`config.mk`:
```
export PLATFORM = sky130hd
export DESIGN_NAME = spi_helpers_minion_adapter_mc
export DESIGN_NICKNAME = d
export VERILOG_FILES = /design/src/rtl/spi_minion_mc_pkg.sv /design/src/rtl/fifo.sv /design/src/rtl/spi_helpers_rr_arbiter.sv /design/src/rtl/spi_helpers_minion_adapter_mc.sv
export SDC_FILE = /design/constraint.sdc
export NUM_CORES = 1
export LEC_CHECK = 0
export BUFFER_PORTS_ARGS = -buffer_cell sky130_fd_sc_hd__buf_4
export CAP_MARGIN = 10
export CORE_UTILIZATION = 59
export CTS_BUF_LIST = sky130_fd_sc_hd__clkbuf_4 sky130_fd_sc_hd__clkbuf_8
export DETAILED_ROUTE_END_ITERATION = 10
export GPL_ROUTABILITY_DRIVEN = 0
export PLACE_DENSITY_LB_ADDON = 0.08
export SETUP_SLACK_MARGIN = 0.05
export SYNTH_ARGS = -nofsm -noshare
export SYNTH_HDL_FRONTEND = slang
export SYNTH_SLANG_ARGS = --single-unit
export TNS_END_PERCENT = 30
```
`constraint.sdc`:
```
create_clock -name clk -period 2.7 [get_ports clk]
set_input_delay 0.54 -clock clk [delete_from_list [all_inputs] [get_ports clk]]
set_output_delay 0.54 -clock clk [all_outputs]
set_load 0.01 [all_outputs]
```
`src/rtl/spi_minion_mc_pkg.sv`:
```
// Shared types and frame-field helpers for the multi-channel SPI minion adapter.
// A frame data field is {chan[CW-1:0], payload[PW-1:0]}; helpers work on a wide carrier and are sized at the call site.
package spi_minion_mc_pkg;

   localparam int MAX_CW = 8;
   localparam int MAX_FW = 64;

   typedef logic [MAX_CW-1:0] chan_t;
   typedef logic [MAX_FW-1:0] field_t;

   function automatic int calc_cw(input int nchan);
      return $clog2(nchan);
   endfunction

   function automatic int calc_pw(input int nbits, input int nchan);
      return nbits - 2 - calc_cw(nchan);
   endfunction

   function automatic field_t payload_mask(input int pw);
      return (field_t'(1) << pw) - field_t'(1);
   endfunction

   function automatic chan_t frame_chan(input field_t f, input int pw);
      return chan_t'(f >> pw);
   endfunction

   function automatic field_t frame_payload(input field_t f, input int pw);
      return f & payload_mask(pw);
   endfunction

   function automatic field_t frame_pack(input chan_t c, input field_t p, input int pw);
      return (field_t'(c) << pw) | (p & payload_mask(pw));
   endfunction

endpackage

```
`src/rtl/fifo.sv`:
```
// Generic val/rdy queue, no bypass: one-cycle minimum latency, simultaneous enq/deq when neither empty nor full.
// in_rdy is low only when full; out_vld and count come straight from registered occupancy.
module fifo #(
   parameter int W     = 8,
   parameter int DEPTH = 2
) (
   input  logic                       clk,
   input  logic                       reset,
   input  logic                       in_vld,
   output logic                       in_rdy,
   input  logic [W-1:0]               in_dat,
   output logic                       out_vld,
   input  logic                       out_rdy,
   output logic [W-1:0]               out_dat,
   output logic [$clog2(DEPTH+1)-1:0] count
);
   localparam int PTRW = (DEPTH > 1) ? $clog2(DEPTH) : 1;
   localparam int CNTW = $clog2(DEPTH + 1);

   logic [W-1:0]    mem [DEPTH];
   logic [PTRW-1:0] wr_ptr;
   logic [PTRW-1:0] rd_ptr;
   logic            enq;
   logic            deq;

   function automatic logic [PTRW-1:0] next_ptr(input logic [PTRW-1:0] p);
      return (p == PTRW'(DEPTH - 1)) ? '0 : p + PTRW'(1);
   endfunction

   assign in_rdy  = (count != CNTW'(DEPTH));
   assign out_vld = (count != '0);
   assign out_dat = mem[rd_ptr];
   assign enq     = in_vld & in_rdy;
   assign deq     = out_vld & out_rdy;

   always_ff @(posedge clk) begin
      if (reset) begin
         wr_ptr <= '0;
         rd_ptr <= '0;
         count  <= '0;
      end else begin
         if (enq) wr_ptr <= next_ptr(wr_ptr);
         if (deq) rd_ptr <= next_ptr(rd_ptr);
         if (enq && !deq)      count <= count + CNTW'(1);
         else if (deq && !enq) count <= count - CNTW'(1);
      end
   end

   always_ff @(posedge clk) begin
      if (enq) mem[wr_ptr] <= in_dat;
   end

endmodule

```
`src/rtl/spi_helpers_rr_arbiter.sv`:
```
// N-way round-robin arbiter: combinational grant from the first request at or after rr, wrapping.
// rr moves past the granted channel only when the grant is consumed (advance), otherwise it holds.
module spi_helpers_rr_arbiter #(
   parameter int N  = 4,
   parameter int CW = $clog2(N)
) (
   input  logic          clk,
   input  logic          reset,
   input  logic [N-1:0]  req,
   input  logic          advance,
   output logic [CW-1:0] gnt,
   output logic          any
);
   logic [CW-1:0] rr;
   logic [CW-1:0] idx;

   // Scan from farthest to nearest so the channel closest to rr wins.
   always_comb begin
      gnt = '0;
      any = 1'b0;
      idx = '0;
      for (int i = N - 1; i >= 0; i--) begin
         idx = CW'((int'(rr) + i) % N);
         if (req[idx]) begin
            gnt = idx;
            any = 1'b1;
         end
      end
   end

   always_ff @(posedge clk) begin
      if (reset)               rr <= '0;
      else if (advance && any) rr <= (gnt == CW'(N - 1)) ? '0 : gnt + CW'(1);
   end

endmodule

```
`src/rtl/spi_helpers_minion_adapter_mc.sv`:
```
// Multi-channel SPI minion adapter: push frames steer into per-channel write queues, pulls round-robin over read queues.
// Queues add one cycle; writes to a full queue drop (pull_msg_spc warns ahead). Option: SPI_MINION_ADAPTER_PARITY_EN.
module spi_helpers_minion_adapter_mc
   import spi_minion_mc_pkg::*;
#(
   parameter  int NBITS = 8,
   parameter  int NCHAN = 4,
   parameter  int DEPTH = 2,
   localparam int CW    = calc_cw(NCHAN),
   localparam int PW    = calc_pw(NBITS, NCHAN)
) (
   input  logic                clk,
   input  logic                reset,
   input  logic                push_en,
   input  logic                push_msg_val_wrt,
   input  logic                push_msg_val_rd,
   input  logic [NBITS-3:0]    push_msg_data,
   input  logic                pull_en,
   output logic                pull_msg_val,
   output logic                pull_msg_spc,
   output logic [NBITS-3:0]    pull_msg_data,
   input  logic [NCHAN*PW-1:0] recv_msg,
   input  logic [NCHAN-1:0]    recv_val,
   output logic [NCHAN-1:0]    recv_rdy,
   output logic [NCHAN*PW-1:0] send_msg,
   output logic [NCHAN-1:0]    send_val,
   input  logic [NCHAN-1:0]    send_rdy,
`ifdef SPI_MINION_ADAPTER_PARITY_EN
   output logic [NCHAN-1:0]    parity,
`endif
   output logic                err_bad_chan
);
   localparam int FW   = NBITS - 2;
   localparam int CNTW = $clog2(DEPTH + 1);

   if (NCHAN < 2) begin : g_chk_nchan
      $error("NCHAN must be at least 2");
   end
   if (DEPTH < 1) begin : g_chk_depth
      $error("DEPTH must be at least 1");
   end
   if (PW < 1) begin : g_chk_pw
      $error("NBITS too small: no payload bits left after the channel field");
   end

   logic              wr;
   logic [CW-1:0]     wr_chan;
   logic [PW-1:0]     wr_pay;
   logic              wr_chan_ok;
   logic [NCHAN-1:0]  wq_wr;
   logic [NCHAN-1:0]  wq_spc;
   logic [CNTW-1:0]   wq_cnt [NCHAN];
   logic [CNTW-1:0]   rq_cnt_unused [NCHAN];
   logic [NCHAN-1:0]  rq_vld;
   logic [NCHAN-1:0]  rq_rdy;
   logic [PW-1:0]     rq_dat [NCHAN];
   logic [CW-1:0]     gnt;
   logic              gnt_any;

   assign wr         = push_en & push_msg_val_wrt;
   assign wr_chan    = CW'(frame_chan(field_t'(push_msg_data), PW));
   assign wr_pay     = PW'(frame_payload(field_t'(push_msg_data), PW));
   assign wr_chan_ok = ({1'b0, wr_chan} < (CW + 1)'(NCHAN));

   for (genvar c = 0; c < NCHAN; c++) begin : g_chan
      assign wq_wr[c] = wr & wr_chan_ok & (wr_chan == CW'(c));
      // Space for the frame after this one: two free, or one free that this frame is not taking.
      assign wq_spc[c] = (int'(wq_cnt[c]) + 2 <= DEPTH) ||
                         ((int'(wq_cnt[c]) < DEPTH) && !wq_wr[c]);
      assign rq_rdy[c] = pull_msg_val & (gnt == CW'(c));

      fifo #(.W(PW), .DEPTH(DEPTH)) u_wq (
         .clk     (clk),
         .reset   (reset),
         .in_vld  (wq_wr[c]),
         .in_rdy  (),
         .in_dat  (wr_pay),
         .out_vld (send_val[c]),
         .out_rdy (send_rdy[c]),
         .out_dat (send_msg[c*PW +: PW]),
         .count   (wq_cnt[c])
      );

      fifo #(.W(PW), .DEPTH(DEPTH)) u_rq (
         .clk     (clk),
         .reset   (reset),
         .in_vld  (recv_val[c]),
         .in_rdy  (recv_rdy[c]),
         .in_dat  (recv_msg[c*PW +: PW]),
         .out_vld (rq_vld[c]),
         .out_rdy (rq_rdy[c]),
         .out_dat (rq_dat[c]),
         .count   (rq_cnt_unused[c])
      );

`ifdef SPI_MINION_ADAPTER_PARITY_EN
      assign parity[c] = (^send_msg[c*PW +: PW]) & send_val[c];
`endif
   end

   assign pull_msg_spc = &wq_spc;

   spi_helpers_rr_arbiter #(.N(NCHAN), .CW(CW)) u_arb (
      .clk     (clk),
      .reset   (reset),
      .req     (rq_vld),
      .advance (pull_msg_val),
      .gnt     (gnt),
      .any     (gnt_any)
   );

   assign pull_msg_val  = pull_en & push_msg_val_rd & gnt_any;
   assign pull_msg_data = pull_msg_val ?
                          FW'(frame_pack(chan_t'(gnt), field_t'(rq_dat[gnt]), PW)) : '0;

   always_ff @(posedge clk) begin
      if (reset)                 err_bad_chan <= 1'b0;
      else if (wr && !wr_chan_ok) err_bad_chan <= 1'b1;
   end

endmodule

```
Word level (Yosys, flattened, before mapping)
Memory sizes are Yosys's and may differ from the RTL's. A register that Yosys moved wholly into a read port is not among the register bits. Index checks and enable logic that the tools add are counted.

Word-level logic and storage cells: 278. Output and inout port bits: 33. Flip-flop bits (word level): 34. Memories kept: 8. Memory bits (writable): 64. Bits of input ports: 36.

Memory list: g_chan[0].u_rq.mem (words 2, bits a word 4, read ports 1, clocked after Yosys merged registers in 1, write ports 1, line fifo.sv:20) `logic [W-1:0] mem [DEPTH];`; g_chan[0].u_wq.mem (words 2, bits a word 4, read ports 1, clocked after Yosys merged registers in 1, write ports 1, line fifo.sv:20); g_chan[1].u_rq.mem (words 2, bits a word 4, read ports 1, clocked after Yosys merged registers in 1, write ports 1, line fifo.sv:20); g_chan[1].u_wq.mem (words 2, bits a word 4, read ports 1, clocked after Yosys merged registers in 1, write ports 1, line fifo.sv:20); g_chan[2].u_rq.mem (words 2, bits a word 4, read ports 1, clocked after Yosys merged registers in 1, write ports 1, line fifo.sv:20); g_chan[2].u_wq.mem (words 2, bits a word 4, read ports 1, clocked after Yosys merged registers in 1, write ports 1, line fifo.sv:20); 2 more memories.

$lt $le $gt $ge: 13. Reductions and logical operators: 64. Add/sub/neg operators: 40. Bitwise gates (word level): 29. Muxes and demuxes: 85. Equal/unequal tests: 14.

Operators by type and width (count): 1-bit two-way mux (56); 2-bit two-way mux (21); 2-bit nonzero test (16); 1-bit AND (27); 1-bit logical AND (21); 2-bit by 1-bit adder with 2-bit output (second input constant) (10); 1-bit logical NOT (20); 1-bit adder (second input constant) (16); 2-bit inequality test (second input constant) (8); 2-bit by 1-bit subtractor with 2-bit output (second input constant) (8); 2-bit by 2-bit adder with 3-bit output (second input constant) (4); 3-bit by 2-bit less-or-equal comparator with 1-bit output (second input constant) (4); 2-bit by 3-bit < comparator with 1-bit output (second input constant) (4); 1-bit binary-select mux with 2-bit select (4); 4-bit binary-select mux with 2-bit select (1); 2-bit equality test (second input constant) (4); 2-bit < comparator (second input constant) (4); 4-bit two-way mux (2); 6-bit two-way mux (1); 6-bit by 4-bit OR with 6-bit output (1); 2-bit adder (second input constant) (2); 2-bit by 1-bit equality test with 1-bit output (second input constant) (2); 2-bit logical NOT (2); 1-bit logical OR (4); other kinds (3) (3).

Longest topological paths before layout
Gate-level depths: netlist (run 1).

Word-level depth: 13. Gate-level depth with buffers: 11. Depth with buffers taken out: 10.

Cells and area by module
From an unflattened synthesis (run 1), not the netlist that was laid out.

Cells, all modules: 342. Area total of the unflattened synthesis: 4504.3 sq um.

By module, submodules not included: fifo (area each 508.0 sq um, times used 8, sequential area each 340.3 sq um, cells an instance 36); spi_helpers_minion_adapter_mc (area each 269.0 sq um, times used 1, sequential area each 0.0 sq um, cells an instance 31); spi_helpers_rr_arbiter (area each 171.4 sq um, times used 1, sequential area each 40.0 sq um, cells an instance 23).

Worst setup path after synthesis (run 1)
OpenSTA, ideal clock, no wires.

Path type: flip-flop to flip-flop. Start point: register g_chan[0].u_rq.count[0]. End point: register g_chan[1].u_rq.count[1]. Arrival time: 2340 ps. Data required time: 2629 ps. Path slack: 289 ps. Stages on the path, launching flop included: 11. Clock period less this slack: 2411 ps. Setup time: 71 ps. Path buffers: 2. Cell sequence: dfxtp_1 buf_6 or4_4 o211ai_4 inv_2 and2_4 buf_6 nand2_1 ha_1 or3_1 a21oi_1.

Word-level cells in the longest chain between the ends: 13. Elaborated cells between the ends (all ways): 26. Those cells by class: eq/ne (1); mux (17); bitwise (3); reduce/logical (5).

Ends and longest elaborated chain: start, declared (line fifo.sv:15) `output logic [$clog2(DEPTH+1)-1:0] count`; start signal, assigned (line fifo.sv:44) `if (enq && !deq) count <= count + CNTW'(1);`; start signal, assigned (line fifo.sv:45) `else if (deq && !enq) count <= count - CNTW'(1);`; 2-bit nonzero test * (line fifo.sv:31) `assign out_vld = (count != '0);`; 1-bit binary-select mux with 2-bit select (line spi_helpers_rr_arbiter.sv:24) `if (req[idx]) begin`; 1-bit two-way mux (implied by the code) (line spi_helpers_rr_arbiter.sv:24); 1-bit two-way mux (3 in a row) (line spi_helpers_rr_arbiter.sv:24); 1-bit two-way mux * (line spi_helpers_rr_arbiter.sv:24); 1-bit AND * (line spi_helpers_minion_adapter_mc.sv:112) `assign pull_msg_val = pull_en & push_msg_val_rd & gnt_any;`; named net pull_msg_val (line spi_helpers_minion_adapter_mc.sv:19) `output logic pull_msg_val,`; 1-bit AND * (line spi_helpers_minion_adapter_mc.sv:70) `assign rq_rdy[c] = pull_msg_val & (gnt == CW'(c));`; 1-bit AND * (line fifo.sv:34) `assign deq = out_vld & out_rdy;`; 1-bit logical NOT (line fifo.sv:44); 1-bit logical AND (line fifo.sv:44); 2-bit two-way mux or 2-bit nonzero test (tied branches); end signal, assigned (line fifo.sv:44); end signal, assigned (line fifo.sv:45); end, declared (line fifo.sv:15).

The timed path passes the listed nets; every way through them passes the cells marked *. The select of a mux whose other input is x is not followed. A chain may end at the register's enable or synchronous reset.

Worst setup path after layout (run 1)
Start point: register g_chan[2].u_rq.count[1]. End point: output pull_msg_data[3].

Word-level cells in the longest chain between the ends: 13. Elaborated cells between the ends (all ways): 24. Those cells by class: mux (20); bitwise (3); reduce/logical (1).

Ends and longest elaborated chain: start, declared (line fifo.sv:15); start signal, assigned (line fifo.sv:44); start signal, assigned (line fifo.sv:45); 2-bit nonzero test * (line fifo.sv:31); 1-bit binary-select mux with 2-bit select (line spi_helpers_rr_arbiter.sv:24); 1-bit two-way mux (implied by the code) (line spi_helpers_rr_arbiter.sv:24); 2-bit two-way mux (4 in a row) (line spi_helpers_rr_arbiter.sv:24); 2-bit NOT with 3-bit output (implied by the code) (line spi_helpers_minion_adapter_mc.sv:114) `FW'(frame_pack(chan_t'(gnt), field_t'(rq_dat[gnt]), PW)) : '0;`; 4-bit binary-select mux with 2-bit select (line spi_helpers_minion_adapter_mc.sv:114); 4-bit two-way mux (implied by the code) (2 in a row) (line spi_helpers_minion_adapter_mc.sv:114); 6-bit by 4-bit OR with 6-bit output (line spi_minion_mc_pkg.sv:32) `return (field_t'(c) << pw) | (p & payload_mask(pw));`; 6-bit two-way mux * (line spi_helpers_minion_adapter_mc.sv:113) `assign pull_msg_data = pull_msg_val ?`; end, declared (line spi_helpers_minion_adapter_mc.sv:21) `output logic [NBITS-3:0] pull_msg_data,`.

Every way passes the cells marked *; elsewhere a longest branch is shown, timed or not. The select of a mux whose other input is x is not followed.

==> results of run 1 <==
## cells in the mapped netlist (2+ instances only)
master    number  area, µm²
o221a_2        2       22.5
nor4_1         3       18.8
dfxtp_1       42        841
or3_1          8       50.1
mux2_2        28        315
a21oi_1       11       55.1
inv_1         12       45.0
o22ai_1        4       25.0
a311oi_1       3       26.3
buf_4          9       67.6
buf_1          5       18.8
o21ai_0       11       55.1
buf_6          2       22.5
nand2b_1       4       25.0
or2_2          6       37.5
edfxtp_1      64       1920
nor2_1        40        150
a31o_2         4       35.0
mux2i_1       18        180
and2_1         4       25.0
nand2_1       17       63.8
xor2_1        24        210
xnor2_1        4       35.0
nor3_1         6       30.0
ha_1           8        100
clkbuf_1       5       18.8
nor2b_1        4       25.0
and3_1         4       25.0
## registers in the layout, indices dropped and copies added (netlist names), named ones only
signal and flops:
g_chan.u_rq.rd_ptr 4, g_chan.u_wq.rd_ptr 4, g_chan.u_wq.count 8, g_chan.u_wq.mem 32
g_chan.u_rq.wr_ptr 4, g_chan.u_wq.wr_ptr 4, g_chan.u_rq.count 8, g_chan.u_rq.mem 32
u_arb.rr 2
## worst max-delay path, cell delays in order (launching register included)
cell	delay, ns
dfxtp_2	0.36
o21a_1	0.22
a22oi_2	0.24
o221a_4	0.32
mux2_4	0.32
o22ai_2	0.16
buf_4	0.14
## logic make-up (layout without fill, tap and decap cells)
| logic type | after synthesis | count (layout) |
|---|---|---|
| buf+inv | 35 | 105 |
| mux | 46 | 46 |
| compound gates | 43 | 44 |
| fa+ha+maj | 8 | 8 |
| flops | 106 | 106 |
| other cells | 1 | 1 |
| xor+xnor | 28 | 28 |
| simple gates | 100 | 100 |
## through the flow
| step | total power, mW | TNS, ns | hold WS, ns | cell area, µm² | util |
|---|---|---|---|---|---|
| finish | 5.65 | 0 | 0.348 | 5450 | 0.739 |
| CTS | 5.34 | -0.0220 | 0.345 | 5310 | 0.721 |
| global placement | 4.23 | 0 | 0.484 | 5090 | 0.691 |
| global route | 5.96 | -0.0621 | 0.337 | 5450 | 0.739 |
| floorplan | 3.80 | 0 | 0.472 | 4570 | - |
| detailed placement | 4.32 | 0 | 0.495 | 5090 | 0.691 |
## cell type report
type | count | area (µm²) | area share
clock inverter | 7 | 67.6 | 0.0124
sequential | 106 | 2770 | 0.509
clock buffer | 9 | 124 | 0.0227
multi-input combinational | 227 | 1740 | 0.319
timing repair buffer | 76 | 571 | 0.105
tap | 99 | 124 | 0.0227
inverter | 13 | 48.8 | 0.00896
## layer usage
| metal | part of all wire | global-route usage | up-vias | wire length (µm) |
|---|---|---|---|---|
| li1 | - | - | 1434 | - |
| met1 | 0.46 | 0.299 | 1396 | 3960 |
| met2 | 0.48 | 0.352 | 73 | 4160 |
| met3 | 0.045 | 0.0389 | 10 | 388 |
| met4 | 0.012 | 0.0739 | 0 | 106 |
| met5 | 0 | 0 | - | 0 |
## power by group through the flow
| stage | combinational [mW] | clock (mW) | sequential (mW) |
|---|---|---|---|
| after global routing | 2.58 | 1.01 | 2.36 |
| after detailed placement | 1.99 | 0 | 2.33 |
| after global placement | 1.92 | 0 | 2.31 |
| final | 2.39 | 0.944 | 2.32 |
| after floorplan | 1.57 | 0 | 2.23 |
| after CTS | 2.09 | 0.952 | 2.30 |
## path summary, 6_finish.rpt
path                                             start                              endpoint  slack (ns)  cells after the start
setup reg to reg  g_chan[3].u_rq.count[1]$_SDFFE_PP0P_  g_chan[2].u_rq.count[1]$_SDFFE_PP0P_        0.15                      9
setup / recovery  g_chan[2].u_rq.count[1]$_SDFFE_PP0P_                      pull_msg_data[3]        0.03                      6
hold / removal                             recv_msg[8]    g_chan[2].u_rq.mem[1][0]$_DFFE_PP_        0.35                      1
hold reg to reg     g_chan[0].u_wq.rd_ptr$_SDFFE_PP0P_    g_chan[0].u_wq.rd_ptr$_SDFFE_PP0P_        0.52                      2
## layout by cell type (no fill, tap or decap), types with 5 or more instances in the layout
| cell type | n |
|---|---|
| buf_4 | 76 |
| edfxtp_1 | 64 |
| nor2_1 | 38 |
| dfxtp_1 | 36 |
| xor2_1 | 24 |
| mux2_2 | 23 |
| mux2i_1 | 18 |
| nand2_1 | 15 |
| inv_1 | 12 |
| o21ai_0 | 11 |
| a21oi_1 | 10 |
| clkbuf_8 | 9 |
| or3_1 | 8 |
| ha_1 | 8 |
| or2_2 | 6 |
| nor3_1 | 5 |
| mux2_4 | 5 |
| dfxtp_2 | 5 |
## repair_timing
action / in CTS / in global routing
gates resized for setup: 3 / 25
pin swaps: 0 / 3
setup buffers: 2 / 4
setup endpoints to repair: 5 / 8
cloned: 0 / 1
==> metrics.csv, run 1 <==
stage;metric;value;unit
global_routing;gr-total-overflow;0;
finish;n_antenna_cell;0;
detailed_routing;dr.pass1.iters;4;
timing;fin_crit;2.67;ns
floorplan;num_io_pins;69;
synth;synth_mux_area_frac;0.108;
finish;drive_gt1_frac;0.356;
setup_path;cp_max_fo;6;
synth;synth.yosys.seq_area_share;0.604;
placed_design;dp.cells;514;
global_routing;grt_max_degree;43;
finish;stdcell_count;537;
power;p_switching;2.05;mW
clock_tree;cts-root-buf;clkbuf_8;
synth;synthCells;367;
power;p_clk_frac;0.167;
power;p_leak;2.14;nW
finish;area_growth;19.1;%
clock_tree;clockBufferDepth;2;
synth;synthFlopType;edfxtp_1;
synth;synth_area_per_cell;12.5;µm²
power;ir_worst_vdd;550;µV
finish;nets;477;
power;intPower;3.60;mW
status;outcome;finished, final reports clean;
timing;tightest_slew;0.737;ns
timing;max-slew-margin-rel;0.505;
setup_path;critPathArrivalTime;2.13;ns
global_routing;grt_pass1_wl;13800;µm
timing;period_share;0.988;
clock_tree;clk_pin_slew_worst_paths;0.11;ns
power;cellPowerDensity;1040;nW/µm²
setup_path;critical_path_class;flip-flop to output port;
setup_path;worst_setup_path_start_kind;flip-flop;
floorplan;die_h;90.1;µm
power;comb_power_share;0.422;
global_routing;track_usage;0.218;
synth;synth_top_family_by_area;multiplexers;
timing;skew;0.0129;ns
placed_design;dp_slack;0.0757;ns
floorplan;num_rows;31;
synth;synth-compound-area-share;0.0662;
clock_tree;clock_sinks;106;
floorplan;initial_core_util;0.621;
setup_path;end_kind;output port;
synth;synth_xor_area_frac;0.0536;
clock_tree;postCtsHoldBufs;0;
timing;hold_viol;0;
detailed_routing;routed_wl;8620;µm
clock_tree;numCtsBuffers;9;
synth;syn-cell-area;4570;µm²
detailed_routing;via_count;2913;
synth;syn_nets;411;
synth;ys_ff_latch;106;
floorplan;die_width;90.1;µm
clock_tree;clkLatencyLatePin;0.37;ns
placed_design;dp_hpwl;6030;µm
synth;synth_cell_types;43;
detailed_routing;drcViolationCount;0;
floorplan;die_area;8110;µm²
synth;synth_edf_count;64;
timing;rsz0062_at_grt;yes;
clock_tree;cts_tree;yes;
finish;n_fill_cell;518;
synth;synth-adder-area-share;0.0219;
detailed_routing;first_iter_violations;216;
power;power_frac_seq;0.411;
timing;slew_viol_final;0;
detailed_routing;via_per_inst;5.42;
power;p_sw_frac;0.363;
timing;setup_viol;0;
job;cap_viol_max_count;0;
synth;synth-warning-count;0;
global_routing;grt_pass1_vias;2846;
detailed_routing;drtAntennaViolNets;0;
placed_design;port_buffers;67;
floorplan;core;7370;µm²
clock_tree;htree_levels;3;
timing;fin_ws;0.0317;ns
synth;async_flop_share;0;
timing;clock.fmax;375;MHz
global_routing;antenna_found_initial;0;
setup_path;crit_required;2.16;ns
min_path;hp-class;input port to flip-flop;
synth;synthSimpleGateAreaFrac;0.106;
detailed_routing;routedWlPerCell;16.0;µm
Note: power is estimated with default switching activity, not from simulation.
==> inputs of run 2 (changes only) <==
--- a/config.mk
+++ b/config.mk
@@ -7,6 +7,7 @@
 export LEC_CHECK = 0
 export BUFFER_PORTS_ARGS = -buffer_cell sky130_fd_sc_hd__buf_4
 export CAP_MARGIN = 10
+export CORE_MARGIN = 5
 export CORE_UTILIZATION = 59
 export CTS_BUF_LIST = sky130_fd_sc_hd__clkbuf_4 sky130_fd_sc_hd__clkbuf_8
 export DETAILED_ROUTE_END_ITERATION = 10
==> run 2 against run 1 <==
Effect of this change: sequential share of layout area about the same; first-iteration DRC count down 3.7%; cell count unchanged; critical endpoint unchanged; utilization down 2.6 points; via count down 0.27%; combinational power about the same; design area up 0.18%; hold slack worse by 0.0084 ns; die area up 19%; worst setup slack better by 0.030 ns; critical path depth unchanged; non-clock buffer count down 3.
==> metrics.csv, run 2 (synthesis results as in run 1) <==
stage;metric;value;unit
status;outcome;finished, final reports clean;
floorplan;num_rows;32;
setup_path;critPathSlowestCell;dfxtp_4;
power;p_clk_frac;0.169;
setup_path;cp_max_fo;6;
timing;period_share;0.977;
timing;tightest_slew;0.806;ns
clock_tree;clk_pin_slew_worst_paths;0.11;ns
detailed_routing;routed_wl;9090;µm
floorplan;die_h;98.1;µm
clock_tree;clockBufferDepth;2;
global_routing;gr-total-overflow;0;
global_routing;grt_pass1_vias;2891;
power;power_frac_seq;0.408;
timing;max-slew-margin-rel;0.458;
detailed_routing;first_iter_violations;208;
clock_tree;numCtsBuffers;9;
clock_tree;clkLatencyLatePin;0.38;ns
floorplan;initial_core_util;0.598;
setup_path;critPathArrivalTime;2.10;ns
power;p_sw_frac;0.367;
timing;fin_crit;2.64;ns
setup_path;reg2reg_to;g_chan[1].u_rq.count[1]$_SDFFE_PP0P_;
detailed_routing;via_per_inst;5.41;
setup_path;rrSetupSlack;0.24;ns
detailed_routing;via_count;2905;
setup_path;slowest_delay;0.37;ns
detailed_routing;dr.pass1.iters;4;
clock_tree;cts-root-buf;clkbuf_8;
setup_path;setup.worst_path.end;pull_msg_data[3];
timing;slew_viol_final;0;
placed_design;dp_hpwl;6400;µm
power;ir_worst_vdd;566;µV
detailed_routing;routedWlPerCell;16.9;µm
floorplan;die_area;9610;µm²
global_routing;grt_max_degree;43;
timing;hold_viol;0;
setup_path;path_cells;o21a_1, a22oi_2, o221a_4, mux2_4, o22ai_2, buf_4;
timing;whs;0.340;ns
power;p_leak;2.14;nW
power;comb_power_share;0.423;
clock_tree;clock_sinks;106;
setup_path;critical_path_class;flip-flop to output port;
clock_tree;cts_tree;yes;
setup_path;r2r_start;g_chan[0].u_rq.count[0]$_SDFFE_PP0P_;
detailed_routing;drcViolationCount;0;
min_path;hp-class;input port to flip-flop;
finish;area_growth;19.3;%
finish;final_common_cell;buf_4;
floorplan;die_width;98.1;µm
power;intPower;3.60;mW
finish;drive_gt1_frac;0.363;
timing;clock.fmax;379;MHz
global_routing;antenna_found_initial;0;
timing;skew;0.0155;ns
setup_path;crit_required;2.16;ns
setup_path;end_kind;output port;
floorplan;num_io_pins;69;
global_routing;track_usage;0.183;
finish;n_antenna_cell;0;
detailed_routing;drtAntennaViolNets;0;
finish;nets;474;
power;cellPowerDensity;1040;nW/µm²
setup_path;r2r.worst_path.cells;8;
finish;reg_top3;g_chan.u_rq.mem x32, g_chan.u_wq.mem x32;
finish;n_fill_cell;538;
timing;setup_viol;0;
timing;rsz0062_at_grt;yes;
global_routing;grt_pass1_wl;13900;µm
finish;final_cell_mix;buf_4 (73), edfxtp_1 (64), nor2_1 (38);
placed_design;port_buffers;67;
power;p_switching;2.09;mW
setup_path;worstSetupStartpoint;g_chan[2].u_rq.count[0]$_SDFFE_PP0P_;
timing;tns;0;ns
job;cap_viol_max_count;0;
setup_path;worst_setup_path_start_kind;flip-flop;
clock_tree;htree_levels;3;
floorplan;core;7650;µm²
run 2: changes by cell type in the layout (fill, tap and decap cells not counted), moves of 2 or more:
cell | before | now
clkinv_4 | 2 | 0
dfxtp_1 | 36 | 34
inv_8 | 3 | 1
inv_6 | 1 | 4
clkinv_8 | 0 | 2
dfxtp_2 | 5 | 7
buf_4 | 76 | 73
run 2: layer usage:
layer  vias to the layer above  share of wire  GRT usage
met2                        80           0.50      0.307
met3                        14          0.056     0.0336
li1                       1427              -          -
met5                         -              0          0
met4                         0          0.012     0.0618
met1                      1384           0.43      0.242
run 2: layout make-up:
type | instances | area (µm²) | area share
Clock inverter | 7 | 78.8 | 0.0144
Timing Repair Buffer | 73 | 548 | 0.100
Sequential cell | 106 | 2780 | 0.508
Clock buffer | 9 | 124 | 0.0227
Inverter | 13 | 48.8 | 0.00894
Multi-Input combinational cell | 227 | 1760 | 0.322
Tap cell | 102 | 128 | 0.0234
run 2: repair_timing:
item / in CTS / in global routing
endpoints found under the hold margin: 0 / 0
gates resized for setup: 2 / 33
setup endpoints to repair: 6 / 8
hold buffers: 0 / 0
cloned: 0 / 1
buffers inserted: 2 / 1
pin swaps: 1 / 5
run 2: worst min-delay path by stage:
stage               slack, ns  cells past startpoint                            startpoint                              endpoint
CTS                      0.33                      1                          recv_msg[11]    g_chan[2].u_rq.mem[0][3]$_DFFE_PP_
global placement         0.49                      2  g_chan[1].u_rq.count[1]$_SDFFE_PP0P_  g_chan[1].u_rq.count[1]$_SDFFE_PP0P_
finish                   0.34                      1                          recv_msg[15]    g_chan[3].u_rq.mem[0][3]$_DFFE_PP_
floorplan                0.47                      2  g_chan[1].u_rq.count[1]$_SDFFE_PP0P_  g_chan[1].u_rq.count[1]$_SDFFE_PP0P_
global route             0.33                      1                           recv_msg[9]    g_chan[2].u_rq.mem[0][1]$_DFFE_PP_
detailed placement       0.49                      2    g_chan[0].u_wq.rd_ptr$_SDFFE_PP0P_    g_chan[0].u_wq.rd_ptr$_SDFFE_PP0P_
run 2: power groups by stage:
stage | Clock [mW] | Sequential, mW | Combinational (mW)
after detailed placement | 0 | 2.34 | 2.01
after floorplan | 0 | 2.23 | 1.57
after global routing | 1.05 | 2.37 | 2.59
after CTS | 0.981 | 2.30 | 2.09
final | 0.964 | 2.32 | 2.41
after global placement | 0 | 2.31 | 1.94
run 2: through the flow:
step	power [mW]	cell area (µm²)	setup WS, ns	cells	utilization
finish	5.69	5460	0.0615	537	0.714
global route	6.01	5460	0.00352	537	0.714
CTS	5.37	5320	0.00974	535	0.696
detailed placement	4.35	5090	0.157	517	0.666
global placement	4.25	5090	0.248	517	0.666
floorplan	3.80	4570	0.289	367	-
run 2: critical path, delay by kind of cell (launching register included):
kind,cells,cell delay (ns)
flops,1,0.37
buf+inv,1,0.14
compound gates,4,0.90
mux,1,0.32
==> inputs of run 3 (changes only) <==
--- a/config.mk
+++ b/config.mk
@@ -7,8 +7,10 @@
 export LEC_CHECK = 0
 export BUFFER_PORTS_ARGS = -buffer_cell sky130_fd_sc_hd__buf_4
 export CAP_MARGIN = 10
+export CELL_PAD_IN_SITES_DETAIL_PLACEMENT = 1
+export CELL_PAD_IN_SITES_GLOBAL_PLACEMENT = 1
 export CORE_MARGIN = 5
-export CORE_UTILIZATION = 59
+export CORE_UTILIZATION = 47
 export CTS_BUF_LIST = sky130_fd_sc_hd__clkbuf_4 sky130_fd_sc_hd__clkbuf_8
 export DETAILED_ROUTE_END_ITERATION = 10
 export GPL_ROUTABILITY_DRIVEN = 0
==> run 3 against run 2 <==
Effect of this change: clock skew is 0.0066 ns lower; wire length is 11% higher; critical path depth stayed put; critical path type unchanged; largest cell class unchanged; highest routed layer unchanged.
==> metrics.csv, run 3 (synthesis results as in run 1) <==
stage;metric;value;unit
power;cellPowerDensity;1040;nW/µm²
floorplan;num_io_pins;69;
detailed_routing;dr.pass1.iters;4;
finish;final_cell_area;5510;µm²
detailed_routing;routed_wl;10100;µm
power;p_total;5.75;mW
global_routing;antenna_found_initial;0;
power;ir_worst_vdd;479;µV
timing;slew_viol_final;0;
timing;rsz0062_at_grt;yes;
job;cap_viol_max_count;0;
finish;n_fill_cell;1017;
finish;nets;476;
setup_path;worst_setup_path_start_kind;flip-flop;
clock_tree;clk_pin_slew_worst_paths;0.11;ns
global_routing;grt_max_degree;43;
clock_tree;cts_tree;yes;
floorplan;core;9640;µm²
finish;utilization;0.572;
finish;final_cell_mix;buf_4 (74), edfxtp_1 (64), nor2_1 (38);
setup_path;critPathArrivalTime;2.15;ns
timing;skew;0.00894;ns
detailed_routing;routedWlPerCell;17.7;µm
min_path;hp-class;input port to flip-flop;
status;outcome;finished, final reports clean;
detailed_routing;first_iter_violations;123;
finish;reg_top3;g_chan.u_rq.mem x32, g_chan.u_wq.mem x32;
finish;n_antenna_cell;0;
timing;clock.fmax;372;MHz
placed_design;dp_hpwl;7220;µm
detailed_routing;via_per_inst;5.17;
global_routing;grt_pass1_vias;3129;
global_routing;grt_pass1_wl;15900;µm
timing;fin_crit;2.69;ns
timing;period_share;0.995;
timing;setup_viol;0;
timing;hold_viol;0;
detailed_routing;drtAntennaViolNets;0;
clock_tree;cts-root-buf;clkbuf_8;
placed_design;port_buffers;67;
floorplan;die_h;109;µm
setup_path;crit_required;2.16;ns
clock_tree;clockBufferDepth;2;
clock_tree;htree_levels;3;
finish;final_common_cell;buf_4;
floorplan;die_width;109;µm
global_routing;gr-total-overflow;0;
detailed_routing;via_count;2945;
timing;tightest_slew;0.787;ns
timing;max-slew-margin-rel;0.471;
floorplan;die_area;11800;µm²
finish;drive_gt1_frac;0.364;
power;p_leak;2.14;nW
clock_tree;numCtsBuffers;9;
setup_path;end_kind;output port;
clock_tree;clkLatencyLatePin;0.35;ns
placed_design;dpl_cell_area;5140;µm²
detailed_routing;drcViolationCount;0;
clock_tree;clock_sinks;106;
floorplan;num_rows;36;
setup_path;cp_max_fo;5;
floorplan;initial_core_util;0.475;
global_routing;track_usage;0.178;
setup_path;critical_path_class;flip-flop to output port;
timing;tns;0;ns
finish;area_growth;20.5;%
-- run 3: layout make-up --
| cell class | count | area (µm²) | area share |
|---|---|---|---|
| flip-flops and latches | 106 | 2780 | 0.504 |
| well taps | 133 | 166 | 0.0302 |
| clock buffers | 10 | 131 | 0.0238 |
| inverters | 13 | 48.8 | 0.00885 |
| multi-input cells | 227 | 1760 | 0.319 |
| clock inverters | 6 | 61.3 | 0.0111 |
| repair buffers | 75 | 567 | 0.103 |
-- run 3: final timing paths --
check                                            start  depth (start not counted)                                   end  slack [ns]
setup / recovery  g_chan[2].u_rq.count[0]$_SDFFE_PP0P_                          6                      pull_msg_data[1]        0.01
hold / removal                            recv_msg[15]                          1    g_chan[3].u_rq.mem[0][3]$_DFFE_PP_        0.36
setup reg to reg  g_chan[3].u_rq.count[1]$_SDFFE_PP0P_                          9  g_chan[2].u_rq.count[1]$_SDFFE_PP0P_        0.08
hold reg to reg     g_chan[1].u_wq.rd_ptr$_SDFFE_PP0P_                          2    g_chan[1].u_wq.rd_ptr$_SDFFE_PP0P_        0.52
-- run 3: power breakdown --
group	internal, mW	switching, mW
combinational	1.21	1.27
clock	0.369	0.569
sequential	2.04	0.285
total	3.63	2.12
-- run 3: what timing repair did --
action	in CTS	in global routing
cloned	1	0
setup buffers	4	0
setup endpoints to repair	5	7
endpoints found under the hold margin	0	0
gates resized for setup	29	7
pin swaps	5	1
hold buffers	0	0
-- run 3: critical path, stage by stage (launching register included) --
cell and delay (ns):
dfxtp_4 0.36, o21a_1 0.20, a22oi_2 0.28, o221a_4 0.34, mux2_4 0.33, o22ai_4 0.16, buf_6 0.12
-- run 3: metal layers --
metal | GRT usage | vias to the layer above | share of wire
li1 | - | 1431 | -
met1 | 0.259 | 1442 | 0.49
met2 | 0.282 | 70 | 0.47
met3 | 0.0231 | 2 | 0.041
met4 | 0.0505 | 0 | 0.0041
met5 | 0 | - | 0
-- run 3: through the flow --
stage	std cells	hold slack, ns	setup slack [ns]
final	570	0.362	0.0133
after global routing	570	0.340	-0.0858
after detailed placement	549	0.506	0.151
after global placement	549	0.487	0.247
after floorplan	367	0.472	0.289
after CTS	570	0.346	0.0454
